--- src/rtl/klingon_segment_decoder.sv ---
// Receive side of the Klingon display link: deserialises 7 segment bits (MSB first)
// and decodes the glyph to a BCD digit, flagging unknown glyphs and abandoned symbols.
module klingon_segment_decoder #(
    parameter int TIMEOUT   = 16,
    parameter int ERR_CNT_W = 8
) (
    input  logic                 clk,
    input  logic                 reset,
    input  logic                 seg_bit,
    input  logic                 seg_valid,
    output logic [3:0]           digit,
    output logic                 digit_valid,
    output logic                 glyph_err,
    output logic                 frame_err,
    output logic [ERR_CNT_W-1:0] err_count,
    output logic                 busy
);
    localparam int GAP_W = $clog2(TIMEOUT + 1);

    typedef enum logic [1:0] {IDLE, SHIFT, DONE} state_t;

    state_t               state_q, state_d;
    logic [5:0]           shift_q, shift_d;
    logic [2:0]           bit_cnt_q, bit_cnt_d;
    logic [GAP_W-1:0]     gap_q, gap_d;
    logic [3:0]           digit_q, digit_d;
    logic                 digit_valid_q, digit_valid_d;
    logic                 glyph_err_q, glyph_err_d;
    logic                 frame_err_q, frame_err_d;
    logic [ERR_CNT_W-1:0] err_count_q, err_count_d;
    logic [6:0]           shift_next;
    logic [4:0]           lut;
    logic                 err_inc;

    // Returns {hit, digit}
    function automatic logic [4:0] glyph_lookup(input logic [6:0] y);
        case (y)
            7'h01:   glyph_lookup = 5'h10;
            7'h30:   glyph_lookup = 5'h11;
            7'h38:   glyph_lookup = 5'h12;
            7'h3C:   glyph_lookup = 5'h13;
            7'h3E:   glyph_lookup = 5'h14;
            7'h4F:   glyph_lookup = 5'h15;
            7'h5B:   glyph_lookup = 5'h16;
            7'h66:   glyph_lookup = 5'h17;
            7'h6D:   glyph_lookup = 5'h18;
            7'h7F:   glyph_lookup = 5'h19;
            default: glyph_lookup = 5'h00;
        endcase
    endfunction

    // The decode happens as the 7th bit is accepted so the registered result is
    // visible during the DONE cycle, one cycle after the last bit.
    always_comb begin
        state_d       = state_q;
        shift_d       = shift_q;
        bit_cnt_d     = bit_cnt_q;
        gap_d         = gap_q;
        digit_d       = digit_q;
        digit_valid_d = 1'b0;
        glyph_err_d   = 1'b0;
        frame_err_d   = 1'b0;
        err_count_d   = err_count_q;
        err_inc       = 1'b0;
        shift_next    = {shift_q, seg_bit};
        lut           = glyph_lookup(shift_next);

        case (state_q)
            IDLE, DONE: begin
                state_d = IDLE;
                if (seg_valid) begin
                    shift_d   = {5'b0, seg_bit};
                    bit_cnt_d = 3'd1;
                    gap_d     = '0;
                    state_d   = SHIFT;
                end
            end
            SHIFT: begin
                if (seg_valid) begin
                    gap_d = '0;
                    if (bit_cnt_q == 3'd6) begin
                        shift_d   = '0;
                        bit_cnt_d = '0;
                        state_d   = DONE;
                        if (lut[4]) begin
                            digit_d       = lut[3:0];
                            digit_valid_d = 1'b1;
                        end else begin
                            glyph_err_d = 1'b1;
                            err_inc     = 1'b1;
                        end
                    end else begin
                        shift_d   = shift_next[5:0];
                        bit_cnt_d = bit_cnt_q + 3'd1;
                    end
                end else if (gap_q == GAP_W'(TIMEOUT - 1)) begin
                    frame_err_d = 1'b1;
                    err_inc     = 1'b1;
                    shift_d     = '0;
                    bit_cnt_d   = '0;
                    gap_d       = '0;
                    state_d     = IDLE;
                end else begin
                    gap_d = gap_q + GAP_W'(1);
                end
            end
            default: state_d = IDLE;
        endcase

        if (err_inc && (err_count_q != {ERR_CNT_W{1'b1}}))
            err_count_d = err_count_q + ERR_CNT_W'(1);
    end

    always_ff @(posedge clk) begin
        if (reset) begin
            state_q       <= IDLE;
            shift_q       <= '0;
            bit_cnt_q     <= '0;
            gap_q         <= '0;
            digit_q       <= '0;
            digit_valid_q <= 1'b0;
            glyph_err_q   <= 1'b0;
            frame_err_q   <= 1'b0;
            err_count_q   <= '0;
        end else begin
            state_q       <= state_d;
            shift_q       <= shift_d;
            bit_cnt_q     <= bit_cnt_d;
            gap_q         <= gap_d;
            digit_q       <= digit_d;
            digit_valid_q <= digit_valid_d;
            glyph_err_q   <= glyph_err_d;
            frame_err_q   <= frame_err_d;
            err_count_q   <= err_count_d;
        end
    end

    assign digit       = digit_q;
    assign digit_valid = digit_valid_q;
    assign glyph_err   = glyph_err_q;
    assign frame_err   = frame_err_q;
    assign err_count   = err_count_q;
    assign busy        = (state_q == SHIFT);
endmodule

--- config.mk ---
export PLATFORM = sky130hd
export DESIGN_NAME = klingon_segment_decoder
export DESIGN_NICKNAME = d
export VERILOG_FILES = /design/src/rtl/klingon_segment_decoder.sv
export SDC_FILE = /design/constraint.sdc
export NUM_CORES = 1
export LEC_CHECK = 0
export CAP_MARGIN = 20
export CORE_MARGIN = 10
export CORE_UTILIZATION = 38
export CTS_CLUSTER_SIZE = 25
export DETAILED_ROUTE_END_ITERATION = 6
export GPL_TIMING_DRIVEN = 0
export PLACE_DENSITY_LB_ADDON = 0.12
export SLEW_MARGIN = 20
export SYNTH_ARGS = -nofsm -noshare
export SYNTH_HDL_FRONTEND = slang
export SYNTH_SLANG_ARGS = --single-unit
export TNS_END_PERCENT = 20
--- constraint.sdc ---
create_clock -name clk -period 2.9 [get_ports clk]
set_clock_uncertainty 0.05 [all_clocks]
set_input_delay 0.29 -clock clk [delete_from_list [all_inputs] [get_ports clk]]
set_output_delay 0.29 -clock clk [all_outputs]
set_load 0.005 [all_outputs]
---- After elaboration in Yosys (flattened, before gate mapping) ----
Index checks and enable logic that the tools add are counted.
word-level totals
  word-level logic and storage cells ...... 70
  output and inout port bits .............. 16
  register bits ........................... 31
  input port bits ......................... 4
operators by class
  bitwise operators ....................... 3
  equal/unequal tests ..................... 18
  add/subtract/negate cells ............... 3
  reduce and logical (&&, ||, !) cells .... 11
  mux-type cells .......................... 26
operator list
  kind                                                                   count
  5-bit case mux with 10 select lines                                    1
  7-bit equality test, second input constant                             5
  7-bit by 6-bit equality test with 1-bit output, second input constant  4
  6-bit two-way mux                                                      4
  5-bit two-way mux                                                      3
  3-bit two-way mux                                                      4
  6-bit case mux with 2 select lines                                     1
  5-bit case mux with 2 select lines                                     1
  8-bit by 1-bit adder with 8-bit output, second input constant          1
  8-bit != test, second input constant                                   1
  7-bit by 1-bit equality test with 1-bit output, second input constant  1
  1-bit two-way mux                                                      7
  2-bit two-way mux                                                      3
  3-bit by 2-bit != test with 1-bit output, second input constant        2
  3-bit case mux with 2 select lines                                     1
  3-bit OR reduction                                                     2
  5-bit by 1-bit adder with 5-bit output, second input constant          1
  5-bit by 4-bit equality test with 1-bit output, second input constant  1
  2-bit case mux with 2 select lines                                     1
  2-bit AND reduction                                                    2
  4-bit AND reduction                                                    1
  4-bit OR reduction                                                     1
  3-bit by 1-bit adder with 3-bit output, second input constant          1
  3-bit equality test, second input constant                             1
  other kinds (9)                                                        11

---- Depth between registers and ports, before layout ----
Gate-level depths: netlist of run 1.
  depth in word-level cells ............... 7
  depth in mapped cells ................... 8
  gate-level depth less buffers ........... 7

---- Worst setup path before layout of run 1 ----
OpenSTA, ideal clock, no wires.
  path type ............................... register to register
  start point ............................. register shift_q[0]
  end point ............................... register err_count_q[1], in the netlist err_count[1]
  library setup time ...................... 0.128 ns
  period minus slack after synthesis ...... 2.009 ns
  arrival time ............................ 1.832 ns
  setup slack ............................. 0.891 ns
  stages on the path, launching flop included .. 9
  required time ........................... 2.722 ns
  path buffers ............................ 2
  cell sequence ........................... dfxtp_1 -> buf_2 -> or4b_2 -> nor2_1 -> nor3_2 -> a2bb2oi_2 -> buf_6 -> mux2i_1 -> nor2_1
between the ends
  word-level cells in the longest chain between the ends .. 7
  elaborated cells between the ends (all ways) .. 16
  those cells by class .................... 10 x eq/ne; 5 x mux; 1 x reduce/logical
RTL lines
  what                                         line  RTL
  start: declaration                           23    logic [5:0] shift_q, shift_d;
  start signal: assignment                     127   shift_q <= shift_d;
  7-bit equality test (tied with other cells)  37    case (y)
  5-bit case mux with 10 select lines *        37
  1-bit two-way mux *                          85    if (lut[4]) begin
  1-bit two-way mux *                          81    if (bit_cnt_q == 3'd6) begin
  1-bit two-way mux *                          79    if (seg_valid) begin
  1-bit two-way mux *                          68    case (state_q)
  1-bit logical AND *                          110   if (err_inc && (err_count_q != {ERR_CNT_W{1'b1}}))
  end signal: assignment                       134   err_count_q <= err_count_d;
  end: declaration                             30    logic [ERR_CNT_W-1:0] err_count_q, err_count_d;
Every way passes the cells marked *; elsewhere a longest branch is shown, timed or not.
A chain may end at the register's enable or synchronous reset.

---- Worst setup path after layout of run 1 ----
  start point ............................. input seg_bit
  end point ............................... register err_count_q[1], in the netlist err_count[1]
between the ends
  word-level cells in the longest chain between the ends .. 7
  elaborated cells between the ends (all ways) .. 16
  those cells by class .................... 10 x eq/ne; 5 x mux; 1 x reduce/logical
RTL lines
  what                                         line  RTL
  start: declaration                           9     input logic seg_bit,
  7-bit equality test (tied with other cells)  37
  5-bit case mux with 10 select lines *        37
  1-bit two-way mux *                          85
  1-bit two-way mux *                          81
  1-bit two-way mux *                          79
  1-bit two-way mux *                          68
  1-bit logical AND *                          110
Marks and branches as above.

==> results.tsv, run 1 <==
stage	metric	value	unit
detailed_routing	wire per inst	14.6	um
timing	setup violators final	0	
timing	actual slew at the worst max-slew pin	0.577	ns
detailed_routing	vias per cell	5.60	
synthesis	EDFF count, synth	0	
worst_setup_path	Worst setup SP type	primary input	
detailed_routing	max layer used	met4	
worst_setup_path	CP arrival	2.43	ns
min_path	hold crit path type	in2reg	
synthesis	Post-Syn Nets	194	
synthesis	most common cell in the synthesized netlist	dfxtp_1	
synthesis	Post-synth top cells	31 x dfxtp_1, 19 x nand2_1, 18 x nor2_1	
floorplan	I/O pin cnt	20	
layout	Final Cell Area	0.00195	mm^2
timing	post-route setup TNS	0	ns
synthesis	post-synthesis cell type count	50	
timing	fin crit share	80.0	%
worst_setup_path	CP required	3.01	ns
clocking	H-tree depth	2	
timing	FMAX	431	MHz
floorplan	Core ar.	0.00403	mm^2
pwr	Pleak	0.741	nW
synthesis	FFs w/ async S/R, synth	0	%
placed_design	gpl congestion	0.817	
pwr	IR drop worst, VDD	0.000275	V
worst_setup_path	nature of the critical path endpoint	register	
worst_setup_path	Critical Path Slowest Stage Cell	clkdlybuf4s50_1	
grt	vias in the first global route	1406	
timing	final hold violation count	0	
grt	first-pass GRT wire length	6500	um
clocking	Resized Gates After CTS	0	
detailed_routing	Iter 0 DRT Violations	56	
grt	grt ovf	0	
grt	largest net degree at the start of global routing	11	
placed_design	worst slack, placed	0.290	ns
synthesis	Yosys warning count	0	
clocking	TritonCTS buffer count	5	
detailed_routing	WL met3	229	um
status	outcome	finished clean	
worst_setup_path	Crit Path Max Fanout	10	
timing	min Tclk post-route	2.32	ns
synthesis	Mapped Area	0.00159	mm^2
detailed_routing	total wire length	3850	um
layout	Nets	219	
layout	Inserted Diodes	0	
detailed_routing	met2 wire length	1820	um
detailed_routing	Routed Antenna Nets	0	
detailed_routing	via count	1478	
layout	layout cells sized above 1	9.81	%
clocking	Clock transition at path regs	0.07	ns
timing	Slew HR	61.2	%
grt	initial antenna violation count	0	
synthesis	Synth Flop Type	dfxtp_1	
worst_setup_path	CP peak stage delay	0.52	ns
placed_design	DP Area	0.00183	mm^2
timing	Final Max Tran Viols	0	
clocking	Clock Path Buffers	2	
floorplan	num rows	23	
placed_design	placed cells	256	
synthesis	Gate Count Post-Synth	188	
timing	unrepaired setup endpoints after global routing	false	
pwr	pwr dens	479	mW/mm^2
synthesis	top-area cell type share of the netlist area	39.1	%
synthesis	sequential share of the synthesized area	39.1	%
timing	Setup WS post-layout	0.579	ns
synthesis	Avg Inst Size Synth	8.45	um^2
detailed_routing	met1 wire length	1740	um
clocking	clk sinks	31	
detailed_routing	drt drc	0	
layout	Post-Layout Cell Count	264	
floorplan	die area	0.00717	mm^2
flow_run	maxcap violations	0	
placed_design	Final HPWL DP	2860	um
synthesis	Synth Register Bits	31	
clocking	clk_lat worst skew	0.29	ns
grt	GRT Total Usage	10.6	%
clocking	TritonCTS clock tree	yes	
synthesis	Area contributors post-synth	dfxtp_1 39%, nand2_1 4.5%, a21oi_1 4.4%	
clocking	setup bufs post-CTS	0	
floorplan	Die W	84.7	um
worst_setup_path	crit path cell chain	clkdlybuf4s50_1 -> buf_2 -> or3b_2 -> a21oi_1 -> nor3_2 -> a2bb2oi_2 -> buf_6 -> mux2i_1 -> nor2_1	
synthesis	top cell type by total area after synthesis	dfxtp_1	
detailed_routing	first drt pass iteration count	4	
layout	Area Overhead vs Synth	22.7	%
floorplan	Die Ht	84.7	um
clocking	CTS root buf	clkbuf_8	
floorplan	Initial Util	39.4	%
worst_setup_path	worst setup path class	in2reg	
clocking	CTS hold repair buffers	0	
placed_design	port bufs	18	
layout make-up:
type | instances | area [um^2]
Fill cell | 383 | 2080
Multi-Input combinational cell | 140 | 890
Sequential cell | 31 | 621
Timing Repair Buffer | 18 | 180
Clock buffer | 6 | 82.6
Tap cell | 50 | 62.6
Buffer | 12 | 60.1
Clock inverter | 2 | 35.0
Inverter | 5 | 18.8
critical path, delay by kind of cell:
kind                   cells  cell delay (ns)
AOI/OAI and AO/OA          2             0.45
and+or+nand+nor            3             0.60
buffers and inverters      3             0.91
muxes                      1             0.18
cells in the final DEF (no fill, tap or decap), types with 7 or more instances in the layout:
master / count
clkdlybuf4s50_1: 18
nor2_1: 18
dfxtp_1: 31
o21ai_0: 7
clkbuf_1: 7
nand2_1: 19
a21oi_1: 14
nor3_1: 7
kinds of logic (layout without fill, tap and decap cells):
logic type      Yosys count  after routing  synth area share (%)
compound gates           45             45                  19.2
xor+xnor                  4              4                  2.20
fa+ha+maj                 2              2                  1.57
buf+inv                  17             43                  4.96
flops                    31             31                  39.1
mux                       4              4                  2.52
simple gates             85             85                  30.5
sequential cells by signal, indices dropped and copies added (netlist names):
register and flops:
digit_valid 1, err_count 8, gap_q 5, shift_q 6, digit 4, bit_cnt_q 3
glyph_err 1, frame_err 1, state_q 2
through the flow:
stage | power (mW) | hold WS (ns) | util [%]
detailed placement | 0.505 | 0.400 | 45.5
finish | 0.934 | 0.393 | 48.4
floorplan | 0.486 | 0.403 | -
global route | 0.970 | 0.432 | 48.4
CTS | 0.943 | 0.400 | 48.4
global placement | 0.502 | 0.413 | 45.5
final timing paths:
check	from	end	slack, ns	cells after the start
max	seg_bit	err_count[1]	0.58	9
min reg2reg	digit[3]	digit[3]	0.41	2
max reg2reg	gap_q[0]	err_count[7]	0.70	7
min	reset	state_q[1]	0.39	2
layer usage:
metal,up-vias,global-route usage [%]
li1,737,-
met1,690,12.5
met2,44,16.9
met3,7,4.25
met4,0,4.19
met5,-,0
report_power, final:
group / switching [mW] / internal [mW]
registers: 0.00592 / 0.431
clock network: 0.161 / 0.278
logic: 0.0371 / 0.0217
Power figures use the tool's default switching activity.
==> inputs of run 2 (changes only) <==
==> constraint.sdc (replaced) <==
create_clock -name clk -period 2.45 [get_ports clk]
set_clock_uncertainty 0.05 [all_clocks]
set_input_delay 0.245 -clock clk [delete_from_list [all_inputs] [get_ports clk]]
set_output_delay 0.245 -clock clk [all_outputs]
set_load 0.005 [all_outputs]
==> results of run 2 <==
The final DEF is identical to that of run 1. Status: finished clean.
Main changes from that run: setup slack after placement 0.290 ns -> -0.115 ns; setup slack after layout 0.579 ns -> 0.174 ns; hold slack 0.393 ns -> 0.348 ns; register-to-register setup slack 0.70 ns -> 0.25 ns; total power 0.934 mW -> 1.11 mW; worst IR drop on VDD 0.000275 V -> 0.000326 V
